$ cat src/rtl/crc8_frame_arbiter.sv
// crc8_frame_arbiter
//
// Round-robin arbiter and frame engine for a shared CRC-8 framed byte link.
// Each granted frame is 11 bytes long:
//   - bytes 0..7 are the payload, taken from the granted requester;
//   - byte 8 is the CRC-8 of those eight payload bytes;
//   - bytes 9..10 are FILL_BYTE.
// Output flow is valid/ready.
//
// Ports:
//   clk, reset      single clock; synchronous active-high reset
//   req_i           per-requester frame request (level)
//   pl_data_i       current payload byte of each requester, requester k on [8k+7:8k]
//   gnt_o           one-hot grant, held for the whole frame
//   pl_rd_o         pops one payload byte from the granted requester
//   byte_o          output byte
//   byte_valid_o    byte_o is valid
//   byte_ready_i    downstream accepts byte_o
//   sof_o / eof_o   frame byte 0 / frame byte 10 markers
//   byte_index_o    index of the current frame byte (0..10)
//   busy_o          a frame is in progress
//   frames_sent_o   completed frame count (wraps)
module crc8_frame_arbiter #(
  parameter int unsigned NREQ       = 4,
  parameter logic [7:0]  POLYNOMIAL = 8'h07,
  parameter logic [7:0]  INITIAL    = 8'hFF,
  parameter logic [7:0]  FILL_BYTE  = 8'h00
) (
  input  logic              clk,
  input  logic              reset,
  input  logic [NREQ-1:0]   req_i,
  input  logic [8*NREQ-1:0] pl_data_i,
  output logic [NREQ-1:0]   gnt_o,
  output logic              pl_rd_o,
  output logic [7:0]        byte_o,
  output logic              byte_valid_o,
  input  logic              byte_ready_i,
  output logic              sof_o,
  output logic              eof_o,
  output logic [3:0]        byte_index_o,
  output logic              busy_o,
  output logic [15:0]       frames_sent_o
);

  localparam int unsigned SelW = (NREQ > 1) ? $clog2(NREQ) : 1;

  typedef enum logic [1:0] {StIdle, StPayload, StCrc, StFill} state_e;

  state_e          state_q, state_d;
  logic [3:0]      idx_q, idx_d;
  logic [7:0]      crc_q, crc_d;
  logic [SelW-1:0] sel_q, sel_d;
  logic [SelW-1:0] last_q, last_d;
  logic [15:0]     frames_q, frames_d;

  logic [SelW-1:0] pick, cand;
  logic            found;
  logic [7:0]      pl_byte;
  logic            xfer;

  // MSB-first CRC-8, no reflection, no final XOR.
  function automatic logic [7:0] crc8_upd(input logic [7:0] c_in, input logic [7:0] b);
    logic [7:0] c;
    c = c_in ^ b;
    for (int i = 0; i < 8; i++) begin
      c = c[7] ? ((c << 1) ^ POLYNOMIAL) : (c << 1);
    end
    return c;
  endfunction

  // Round-robin search starting just above the last served requester.
  always_comb begin
    found = 1'b0;
    pick  = '0;
    cand  = '0;
    for (int unsigned i = 1; i <= NREQ; i++) begin
      cand = SelW'((32'(last_q) + i) % NREQ);
      if (!found && req_i[cand]) begin
        found = 1'b1;
        pick  = cand;
      end
    end
  end

  // Payload byte of the granted requester.
  always_comb begin
    pl_byte = 8'h00;
    for (int unsigned k = 0; k < NREQ; k++) begin
      if (sel_q == SelW'(k)) pl_byte = pl_data_i[8*k +: 8];
    end
  end

  // Outputs
  always_comb begin
    busy_o        = (state_q != StIdle);
    byte_valid_o  = busy_o;
    xfer          = byte_valid_o & byte_ready_i;
    byte_index_o  = idx_q;
    sof_o         = byte_valid_o & (idx_q == 4'd0);
    eof_o         = byte_valid_o & (idx_q == 4'd10);
    pl_rd_o       = xfer & (state_q == StPayload);
    frames_sent_o = frames_q;
    gnt_o         = '0;
    if (busy_o) gnt_o[sel_q] = 1'b1;
    unique case (state_q)
      StPayload: byte_o = pl_byte;
      StCrc:     byte_o = crc_q;
      StFill:    byte_o = FILL_BYTE;
      default:   byte_o = 8'h00;
    endcase
  end

  // Next state
  always_comb begin
    state_d  = state_q;
    idx_d    = idx_q;
    crc_d    = crc_q;
    sel_d    = sel_q;
    last_d   = last_q;
    frames_d = frames_q;
    unique case (state_q)
      StIdle: begin
        if (found) begin
          state_d = StPayload;
          sel_d   = pick;
          crc_d   = INITIAL;
          idx_d   = 4'd0;
        end
      end
      StPayload: begin
        if (xfer) begin
          crc_d = crc8_upd(crc_q, pl_byte);
          idx_d = idx_q + 4'd1;
          if (idx_q == 4'd7) state_d = StCrc;
        end
      end
      StCrc: begin
        if (xfer) begin
          idx_d   = 4'd9;
          state_d = StFill;
        end
      end
      StFill: begin
        if (xfer) begin
          if (idx_q == 4'd10) begin
            state_d  = StIdle;
            idx_d    = 4'd0;
            frames_d = frames_q + 16'd1;
            last_d   = sel_q;
          end else begin
            idx_d = idx_q + 4'd1;
          end
        end
      end
      default: state_d = StIdle;
    endcase
  end

  always_ff @(posedge clk) begin
    if (reset) begin
      state_q  <= StIdle;
      idx_q    <= 4'd0;
      crc_q    <= 8'h00;
      sel_q    <= '0;
      last_q   <= SelW'(NREQ - 1);
      frames_q <= 16'd0;
    end else begin
      state_q  <= state_d;
      idx_q    <= idx_d;
      crc_q    <= crc_d;
      sel_q    <= sel_d;
      last_q   <= last_d;
      frames_q <= frames_d;
    end
  end

endmodule

$ cat config.mk
export PLATFORM = sky130hd
export DESIGN_NAME = crc8_frame_arbiter
export DESIGN_NICKNAME = d
export VERILOG_FILES = /design/src/rtl/crc8_frame_arbiter.sv
export SDC_FILE = /design/constraint.sdc
export NUM_CORES = 1
export LEC_CHECK = 0
export CORE_MARGIN = 2
export CORE_UTILIZATION = 42
export CTS_CLUSTER_DIAMETER = 50
export DETAILED_ROUTE_END_ITERATION = 7
export GPL_ROUTABILITY_DRIVEN = 0
export HOLD_SLACK_MARGIN = 0.06
export PLACE_DENSITY = 0.77
export SLEW_MARGIN = 20
export SYNTH_ARGS = -nofsm -noshare
export SYNTH_HDL_FRONTEND = slang
export SYNTH_SLANG_ARGS = --single-unit
$ cat constraint.sdc
create_clock -name clk -period 2.38 [get_ports clk]
set_clock_uncertainty 0.15 [all_clocks]
set_input_delay 0.714 -clock clk [delete_from_list [all_inputs] [get_ports clk]]
set_output_delay 0.714 -clock clk [all_outputs]
set_load 0.1 [all_outputs]
==> results.py, run 1 <==
metrics = {
    "final_layout": {
        "mostFrequentLayoutCell": "buf_4",
        "areaGrowthSynthToFinish_pct": 82.6,
        "fin_nets": 436,
        "layout_common_cells": "49 x buf_4, 36 x buf_12, 31 x buf_2, 29 x nor2_1, 20 x dfxtp_1",
        "diodes": 0,
        "fin_util_pct": 79.1,
        "drive_above_1_share_pct": 55.9,
        "fillers": 330,
    },
    "timing": {
        "fmax_ghz": 0.382,
        "period_needed_ns": 2.62,
        "tightest_slew_ns": 0.571,
        "hold_viol_final": 0,
        "rsz0062_at_grt": "yes",
        "holdWs_ns": 0.378,
        "post-route-period-util_pct": 110,
        "timing.slew.headroom_pct": 61.8,
        "final_max_slew_viol_count": 0,
        "fin_ws_ns": -0.236,
        "setup_violations": 16,
    },
    "placed_design": {
        "dpl.hpwl_um": 5440,
        "port_buffers": 75,
    },
    "synthesis": {
        "synth_cell_types": 44,
        "ys_async_sr_fraction_pct": 0,
        "synthFlopType": "dfxtp_1",
        "synth_seq_area_share_pct": 28.7,
        "synth_edf_count": 0,
        "synth-seq-cells": 34,
        "syn_avg_cell_area_um2": 9.19,
        "synthCells": 258,
        "yosys_warnings": 0,
        "synth_nets": 305,
        "syn-cell-area_mm2": 0.00237,
    },
    "detailed_routing": {
        "drc": 0,
        "drt_pass1_iterations": 5,
        "ant_nets": 0,
        "routed_wl_um": 8080,
        "vias_per_cell": 5.50,
        "vias": 2543,
        "drt_iter0_drc": 120,
        "wl_per_cell_um": 17.5,
    },
    "clock_network": {
        "cts_root_buffer": "clkbuf_8",
        "holdBufCountCts": 0,
        "cts_max_level": 2,
        "numCtsBuffers": 5,
        "clock-sinks": 34,
        "clk_path_buf_depth": 2,
        "path_clk_slew_ns": 0.07,
        "cts_tree": "yes",
        "clk_latency_ns": 0.28,
    },
    "min_path": {
        "hold-path-cell-count": 2,
        "min_from": "frames_sent_o[15]$_SDFFE_PP0P_",
        "hold_path_end": "frames_sent_o[15]$_SDFFE_PP0P_",
        "min_path_type": "reg2reg",
    },
    "critical_path": {
        "crit_path_end_kind": "primary output",
        "cp.arrival_ns": 1.75,
        "r2r_slack_ns": -0.18,
        "crit_type": "reg2out",
        "r2r-start": "sel_q[0]$_SDFFE_PP0P_",
        "worstPathMaxFanout": 3,
        "reg2reg_to": "crc_q[0]$_SDFFE_PP0P_",
        "cp-start-kind": "flip-flop",
        "worstPathRequired_ns": 1.52,
        "crit_start": "sel_q[0]$_SDFFE_PP0P_",
        "worstRegToRegCells": 8,
    },
    "outcome": {
        "status": "finished with violations",
        "violations": "setup timing",
    },
    "global_routing": {
        "antenna_found_initial": 0,
        "grt_max_degree": 25,
        "grt_pass1_vias": 2637,
        "grt_usage_pct": 24.6,
        "overflow": 0,
        "grt_first_pass_wirelength_um": 12200,
    },
    "power": {
        "power.leakage_nw": 1.82,
        "power.density_mw_per_mm2": 1310,
        "ir_drop_mv": 0.720,
    },
    "die": {
        "io_pins": 76,
        "rows": 27,
        "die_y_um": 79.2,
        "core_mm2": 0.00547,
        "die_x_um": 79.2,
        "initial_core_util_pct": 43.3,
        "dieArea_mm2": 0.00627,
    },
    "job": {
        "cap_violations": 0,
    },
}
-- cells by family after synthesis --
group                      count (synthesis)  share of synthesized area, %
adders and majority gates                  8                          4.22
and+or+nand+nor                           89                          19.0
DFF                                       34                          28.7
AOI/OAI and AO/OA                         50                          14.4
buffers and inverters                     31                          5.85
muxes                                     10                          8.44
xor gates and xnor gates                  36                          19.4
-- report_power, final --
| part | leakage, nW | switching (W) | internal [W] | total (W) |
|---|---|---|---|---|
| sequential | 0.285 | 0.000168 | 0.000685 | 0.000854 |
| combinational | 1.48 | 0.00222 | 0.00214 | 0.00436 |
| clock | 0.0482 | 0.000209 | 0.000233 | 0.000443 |
-- through the flow --
step | setup WS (ns) | instances | power, W | cell area [µm²] | TNS (ns)
final | -0.236 | 462 | 0.00566 | 4330 | -2.14
after global routing | -0.267 | 462 | 0.00590 | 4330 | -3.32
after CTS | -0.264 | 455 | 0.00531 | 4120 | -2.16
after detailed placement | -0.555 | 431 | 0.00462 | 3990 | -11.48
after global placement | -0.538 | 431 | 0.00452 | 3990 | -10.43
after floorplan | -0.305 | 258 | 0.00354 | 2610 | -0.926
-- synth_stat cells (3+ instances only) --
master	n	share of area, %
o211ai_1	3	0.95
nand4_1	6	1.6
nand3b_1	4	1.3
and3_1	4	1.1
o21ai_0	9	1.9
xor2_1	4	1.5
xor3_1	3	3.0
ha_1	8	4.2
nand3_1	5	1.1
nand2_1	12	1.9
xnor2_1	19	7.0
xnor2_2	7	4.8
a21oi_1	9	1.9
nor3_1	9	1.9
nor2_1	30	4.7
a211oi_1	6	1.9
nor2b_1	8	2.1
inv_1	19	3.0
dfxtp_1	34	29
mux4_2	8	7.6
a22oi_1	8	2.5
clkbuf_1	9	1.4
a221oi_1	4	1.5
-- state kept, by name (all words and copies together) (netlist names) --
signal	flops
byte_index_o	4
crc_q	8
frames_sent_o	16
last_q	2
sel_q	2
state_q	2
-- layer usage --
| metal | vias to the layer above | global-route usage, % | part of all wire (%) |
|---|---|---|---|
| met3 | 22 | 5.80 | 5.8 |
| met5 | - | 0 | 0 |
| met1 | 1233 | 28.5 | 39 |
| met2 | 107 | 44.7 | 53 |
| met4 | 0 | 7.24 | 1.8 |
| li1 | 1181 | - | - |
-- worst max-delay path: stages, from the launching register on --
cell     delay [ns]
dfxtp_2        0.36
buf_6          0.13
mux4_2         0.53
a22oi_2        0.21
nor2b_4        0.07
buf_12         0.16
-- final cells by class --
type                            instances  area, µm²  area share (%)
Tap cell                               72       90.1            2.08
Clock buffer                            7       86.3            1.99
Timing Repair Buffer                  136       1470            33.8
Sequential cell                        34        708            16.3
Clock inverter                          1       5.00           0.116
Inverter                               19       86.3            1.99
Multi-Input combinational cell        193       1890            43.6
-- worst max-delay path by stage --
stage                 to  slack [ns]
4_1_cts        byte_o[7]       -0.26
5_1_grt        byte_o[5]       -0.27
3_5_place_dp   byte_o[3]       -0.56
3_3_place_gp   byte_o[1]       -0.54
6_report       byte_o[7]       -0.24
2_1_floorplan      sof_o       -0.31
-- what timing repair did --
action / in CTS / in global routing
pin swaps: 12 / 30
gates resized for setup: 117 / 32
setup buffers: 16 / 9
endpoints found under the setup margin: 29 / 29
Note: power is estimated with default switching activity, not from simulation.
==> run 2: changes to the inputs <==
- REMOVE_ABC_BUFFERS: unset -> 1
- SETUP_SLACK_MARGIN: unset -> 0.1
==> results.py, run 2 (synthesized netlist as in run 1, its figures left out) <==
metrics = {
    "power": {
        "swShare_pct": 47.0,
        "seq_power_share_pct": 14.6,
        "power.density_mw_per_mm2": 1360,
        "internal_power_w": 0.00315,
        "p_total_w": 0.00594,
        "clkPwrFrac_pct": 7.5,
        "ir_drop_mv": 0.910,
        "power.leakage_nw": 1.78,
        "switchingPower_w": 0.00279,
        "p_comb_share_pct": 77.9,
    },
    "timing": {
        "final_max_slew_viol_count": 0,
        "fin_ws_ns": -0.259,
        "fmax_ghz": 0.379,
        "post-route-period-util_pct": 111,
        "tightest_slew_ns": 0.400,
        "hold_viol_final": 0,
        "setup_violations": 13,
        "period_needed_ns": 2.64,
        "rsz0062_at_grt": "yes",
        "holdWs_ns": 0.396,
        "setup_tns_ns": -1.89,
        "timing.slew.headroom_pct": 73.1,
    },
    "die": {
        "dieArea_mm2": 0.00627,
        "die_x_um": 79.2,
        "die_y_um": 79.2,
        "core_mm2": 0.00547,
        "initial_core_util_pct": 43.3,
        "rows": 27,
        "io_pins": 76,
    },
    "detailed_routing": {
        "drt_iter0_drc": 331,
        "drc": 0,
        "ant_nets": 0,
        "vias": 2705,
        "drt_pass1_iterations": 4,
        "vias_per_cell": 5.85,
        "routed_wl_um": 9710,
        "wl_per_cell_um": 21.0,
    },
    "clock_network": {
        "clk_latency_ns": 0.29,
        "cts_root_buffer": "clkbuf_8",
        "clock-sinks": 34,
        "cts_tree": "yes",
        "cts_max_level": 2,
        "numCtsBuffers": 5,
        "clk_path_buf_depth": 2,
        "path_clk_slew_ns": 0.07,
        "holdBufCountCts": 0,
    },
    "global_routing": {
        "grt_pass1_vias": 2644,
        "grt_first_pass_wirelength_um": 13400,
        "overflow": 0,
        "grt_usage_pct": 27.5,
        "antenna_found_initial": 0,
        "grt_max_degree": 15,
    },
    "final_layout": {
        "fillers": 302,
        "fin_nets": 436,
        "mostFrequentLayoutCell": "buf_4",
        "layout_common_cells": "47 x buf_4, 37 x buf_12, 29 x nor2_1, 29 x buf_2, 27 x dfxtp_1",
        "drive_above_1_share_pct": 55.1,
        "fin_cells": 462,
        "largest_reg_flops": 16,
        "diodes": 0,
        "multi_input_area_mm2": 0.00193,
        "ff_latch_area_um2": 694,
        "areaGrowthSynthToFinish_pct": 84.4,
    },
    "outcome": {
        "status": "finished with violations",
        "violations": "setup timing",
    },
    "placed_design": {
        "dpl.hpwl_um": 5570,
        "port_buffers": 75,
        "place_worst_setup_slack_ns": -0.591,
        "dp_cells": 441,
    },
    "critical_path": {
        "cp-start-kind": "input pin",
        "crit_start": "pl_data_i[14]",
        "r2r-start": "sel_q[0]$_SDFFE_PP0P_",
        "crit_path_end_kind": "primary output",
        "r2r_slack_ns": -0.06,
        "critPathCapture": "byte_o[6]",
        "crit_type": "in2out",
        "reg2reg_to": "crc_q[2]$_SDFFE_PP0P_",
        "cp.arrival_ns": 1.78,
        "worstPathMaxFanout": 2,
        "worstRegToRegCells": 7,
        "worstPathRequired_ns": 1.52,
    },
    "job": {
        "cap_violations": 0,
    },
    "min_path": {
        "min_path_type": "reg2reg",
        "min_from": "state_q[0]$_SDFFE_PP0P_",
    },
}
## run 2: cell types whose count changed in the layout (fill, tap and decap cells not counted), moves of 5 or more
cell / change
dfxtp_1: +7
dfxtp_2: -5
nor2b_2: +8
nor2b_4: -8
xnor2_4: +5
## run 2: critical path: stages
cell and delay, ns:
buf_2 0.12, mux4_2 0.50, a22oi_2 0.18, nor2b_2 0.09, buf_12 0.17
## run 2: per-stage QoR
stage,util (%),cell area (µm²)
floorplan,-,2300
global placement,70.8,3880
detailed placement,70.8,3880
CTS,75.4,4120
global route,79.9,4370
finish,79.9,4370
## run 2: timing repair
action,CTS,global route
buffers inserted,9,8
setup endpoints to repair,37,37
gates resized for setup,165,42
pin swaps,19,17
## run 2: power groups by stage
stage | logic, W | registers [W] | clock network [W]
after floorplan | 0.00215 | 0.000911 | 0
after global placement | 0.00348 | 0.000811 | 0
after detailed placement | 0.00357 | 0.000819 | 0
after CTS | 0.00402 | 0.000837 | 0.000441
after global routing | 0.00478 | 0.000881 | 0.000479
final | 0.00463 | 0.000869 | 0.000444
## run 2: area by class of cell
type                    instances  area share [%]
clock buffers                   7            1.97
clock inverters                 1           0.114
inverters                      19            1.69
multi-input cells             193            44.2
flip-flops and latches         34            15.9
well taps                      72            2.06
repair buffers                136            34.1
## run 2: per-layer routing
layer	GRT usage, %	part of all wire [%]
met5	0	0
met4	9.31	4.7
met3	3.86	6.0
met2	50.8	53
met1	32.5	36
## run 2: how the worst min path moves through the flow
stage | end | slack, ns | cells after the start
finish | state_q[0]$_SDFFE_PP0P_ | 0.40 | 2
global route | state_q[0]$_SDFFE_PP0P_ | 0.41 | 2
CTS | frames_sent_o[6]$_SDFFE_PP0P_ | 0.36 | 2
detailed placement | frames_sent_o[6]$_SDFFE_PP0P_ | 0.35 | 2
global placement | frames_sent_o[6]$_SDFFE_PP0P_ | 0.34 | 2
floorplan | state_q[0]$_SDFFE_PP0P_ | 0.35 | 2
==> patch 1, RTL diff (config.mk and constraints of run 1) <==
Change the parameter `NREQ` from 4 to 2.
--- a/src/rtl/crc8_frame_arbiter.sv
+++ b/src/rtl/crc8_frame_arbiter.sv
@@ -22,5 +22,5 @@
 //   frames_sent_o   completed frame count (wraps)
 module crc8_frame_arbiter #(
-  parameter int unsigned NREQ       = 4,
+  parameter int unsigned NREQ       = 2,
   parameter logic [7:0]  POLYNOMIAL = 8'h07,
   parameter logic [7:0]  INITIAL    = 8'hFF,
Interface: changed (resized gnt_o, pl_data_i and req_i); port bits go from 76 to 56. No check against the original RTL was run, so the function may have changed too.
==> patch 1 against run 1 <==
- the flow still finishes with violations (negative setup slack)
- setup slack better by 230 ps
- synthesized area down 11%
- combinational power decreased by 26%
- sequential cell count is 2 lower
- total power fell by 21%
- sequential power fell by 5.5%
- final area is 13% lower
- critical path depth unchanged
- routed wire length shrank 20%
==> patch 1: results <==
[status]
status = "finished with violations"
failed_checks = "negative setup slack"

[cells_and_area]
ff_latch_area_sq_um = 663
seq_area_share_pct = 17.7
num-fill-cells = 296
clk_share_pct = 2.40
bufAreaShareNonClock_pct = 32.8
inv_count = 9
nNonClkBuffers = 96
multi_input_area_share_pct = 43.9

[power]
p_leak_nw = 1.50
powerComb_w = 0.00324
powerClk_w = 0.000430
power.total_w = 0.00447

[global_route]
grt_use_met2_pct = 42.9
grt_pass1_vias = 2154
grt_use_met3_pct = 5.09
grtUsageMet1_pct = 30.8

[yosys]
synth_compound_area_share_pct = 12.7
synth_common_cells = "dfxtp_1, nor2_1, nand2_1, o21ai_0, xnor2_1"
syn_nets = 270
yosysSeqAreaShare_pct = 30.4

[worst_setup_path]
crit_path_max_fanout = 6
critPathTopFamily = "flip-flops"
rr_worst_depth = 7

[routing]
drt-total-wl_um = 6440
dr.first_iter.drc_count = 123

[timing]
setup_viol = 1
setup_slack_ps = -3.51

[place]
pre_cts_slack_ps = -416
dpl.hpwl_um = 4510
-- patch 1: final timing paths --
check | from | endpoint | slack [ps]
setup / recovery | sel_q$_SDFFE_PP0P_ | byte_o[4] | -4
hold / removal | last_q$_SDFFE_PP1P_ | last_q$_SDFFE_PP1P_ | 330
setup reg to reg | sel_q$_SDFFE_PP0P_ | crc_q[2]$_SDFFE_PP0P_ | 130
hold reg to reg | last_q$_SDFFE_PP1P_ | last_q$_SDFFE_PP1P_ | 330
-- patch 1: layer usage --
layer | vias to the layer above | share of wire (%)
met4 | 0 | 2.2
met3 | 13 | 4.3
met2 | 65 | 52
li1 | 1040 | -
met5 | - | 0
met1 | 1003 | 42
-- patch 1: what timing repair did --
action | in CTS | in global routing
gates resized for setup | 56 | 12
setup endpoints to repair | 13 | 11
buffers inserted | 6 | 5
pin swaps | 8 | 5
==> patch 2, RTL diff (flow settings as in run 1) <==
Made on the original files. The 4 states of `state_e` get a one-hot encoding in 4 bits.
--- a/src/rtl/crc8_frame_arbiter.sv
+++ b/src/rtl/crc8_frame_arbiter.sv
@@ -45,5 +45,5 @@
   localparam int unsigned SelW = (NREQ > 1) ? $clog2(NREQ) : 1;
 
-  typedef enum logic [1:0] {StIdle, StPayload, StCrc, StFill} state_e;
+  typedef enum logic [3:0] {StIdle = 4'b0001, StPayload = 4'b0010, StCrc = 4'b0100, StFill = 4'b1000} state_e;
 
   state_e          state_q, state_d;
Check against the original RTL: no difference found for any inputs over 4 cycles, from zero or initial values and one cycle with reset high; so few cycles prove little.
==> patch 2 against run 1 <==
- the run still ends with negative setup slack left
- largest power group unchanged
- total power is 21% lower
- count of clock-buffer cells in the layout is 1 lower
- final area is 0.46% lower
- maximum frequency is 1.2% lower
- critical endpoint is now gnt_o[3]
- setup slack worse by 32 ps
- critical path depth is 1 lower
- routed wire length is 13% higher
- clock power is 4% higher
- via count is 6.2% higher
- non-clock buffer count is 1 lower
- sequential cell count is 2 higher
- synthesized area is 0.21% lower
- die area is 0.20% lower
==> patch 2: results <==
[cells_and_area]
drive_gt1_share_pct = 54.9
num-nets-final = 430
num-fill-cells = 321

[power]
peakVddDrop_uv = 553
p_leak_nw = 1.78

[worst_setup_path]
cp_slowest_cell = "nor4b_4"
critPathTopFamily = "simple AND/OR/NAND/NOR gates"
crit_path_max_fanout = 6
max_stage_delay_ps = 440
arrival_ps = 1780

[yosys]
ys_top_cells_by_area = "dfxtp_1, xnor2_1, a21oi_1"
synth_compound_area_share_pct = 16.8
synth_xor_area_share_pct = 16.6
syn_nets = 301
synth_common_cells = "dfxtp_1, nor2_1, a21oi_1, nand2_1, xnor2_1"
synthAdderAreaFrac_pct = 2.11
yosysUniqueCellTypes = 46
yosysSeqAreaShare_pct = 30.4
synthMuxAreaShare_pct = 9.78

[place]
place_area_sq_mm = 0.00394
dpl.hpwl_um = 5530

[global_route]
track_usage_pct = 26.8
grt_pass1_wl_um = 13200
grt_max_degree = 21

[timing]
finalSetupTns_ps = -3630
setup_slack_ps = -268
setup_viol = 20
tightest_slew_ps = 481

[clock_network]
path_clk_slew_ps = 80
insertion_delay_ps = 300

[routing]
dr.pass1.iters = 7
drt-total-wl_um = 9120
vias = 2700
dr.first_iter.drc_count = 227

[status]
status = "finished with violations"
failed_checks = "negative setup slack"
## patch 2: cell types whose count changed in the layout (fill, tap and decap cells not counted), sizes merged, moves of 4 or more
cell | run 1 | this run
a21oi | 9 | 24
a22o | 0 | 8
nor2b | 8 | 3
a22oi | 8 | 0
xnor2 | 27 | 22
nor4b | 2 | 6
o21ai | 11 | 16
clkdlybuf4s50 | 5 | 1
nand2 | 12 | 20
ha | 8 | 4
inv | 17 | 7
a221oi | 4 | 0
## patch 2: cell type report
| type | instances | area share [%] |
|---|---|---|
| Clock buffer | 6 | 1.68 |
| Clock inverter | 2 | 0.377 |
| Inverter | 9 | 0.987 |
| Multi-Input combinational cell | 200 | 44.4 |
| Sequential cell | 36 | 17.2 |
| Tap cell | 72 | 2.09 |
| Timing Repair Buffer | 135 | 33.3 |
## patch 2: layer usage
layer / vias up / part of all wire [%] / track usage (%)
li1: 1187 / - / -
met1: 1312 / 37 / 31.7
met2: 160 / 52 / 49.2
met3: 41 / 7.6 / 4.43
met4: 0 / 3.3 / 8.62
met5: - / 0 / 0
## patch 2: through the flow
stage                     instances  hold slack, ps  utilization (%)  setup slack [ps]
after floorplan                 258             349                -              -742
after global placement          428             332             71.9              -661
after detailed placement        428             346             71.9              -732
after CTS                       456             360             75.9              -249
after global routing            460             412             78.8              -297
final                           460             363             78.8              -268
## patch 2: worst min-delay path, cell delays in order, from the launching register on
cell     delay (ps)
dfxtp_1         340
o21ai_0          70
a21oi_1          60
## patch 2: logic make-up (layout without fill, tap and decap cells)
family,after synthesis,in the layout
AND/OR/NAND/NOR,88,88
adder cells (fa/ha/maj),4,4
XOR/XNOR,32,32
multiplexers,12,12
buffers and inverters,22,152
AO/OA/AOI/OAI,64,64
flip-flops,36,36
## patch 2: final timing paths
path / to / start / slack (ps) / cells past startpoint
setup / recovery: gnt_o[3] / state_q[3]$_SDFFE_PP0P_ / -270 / 4
hold / removal: frames_sent_o[11]$_SDFFE_PP0P_ / frames_sent_o[11]$_SDFFE_PP0P_ / 360 / 2
setup reg to reg: crc_q[2]$_SDFFE_PP0P_ / sel_q[0]$_SDFFE_PP0P_ / -200 / 8
hold reg to reg: frames_sent_o[11]$_SDFFE_PP0P_ / frames_sent_o[11]$_SDFFE_PP0P_ / 360 / 2
## patch 2: power by group
| part | internal, W | leakage (nW) | switching (W) |
|---|---|---|---|
| Sequential | 0.000684 | 0.299 | 0.000168 |
| Combinational | 0.00157 | 1.44 | 0.00158 |
| Clock | 0.000208 | 0.0414 | 0.000254 |
## patch 2: what timing repair did
item | CTS | global route
setup endpoints to repair | 33 | 39
buffers inserted | 19 | 6
gates cloned | 1 | 0
gates resized for setup | 139 | 32
pin swaps | 25 | 26
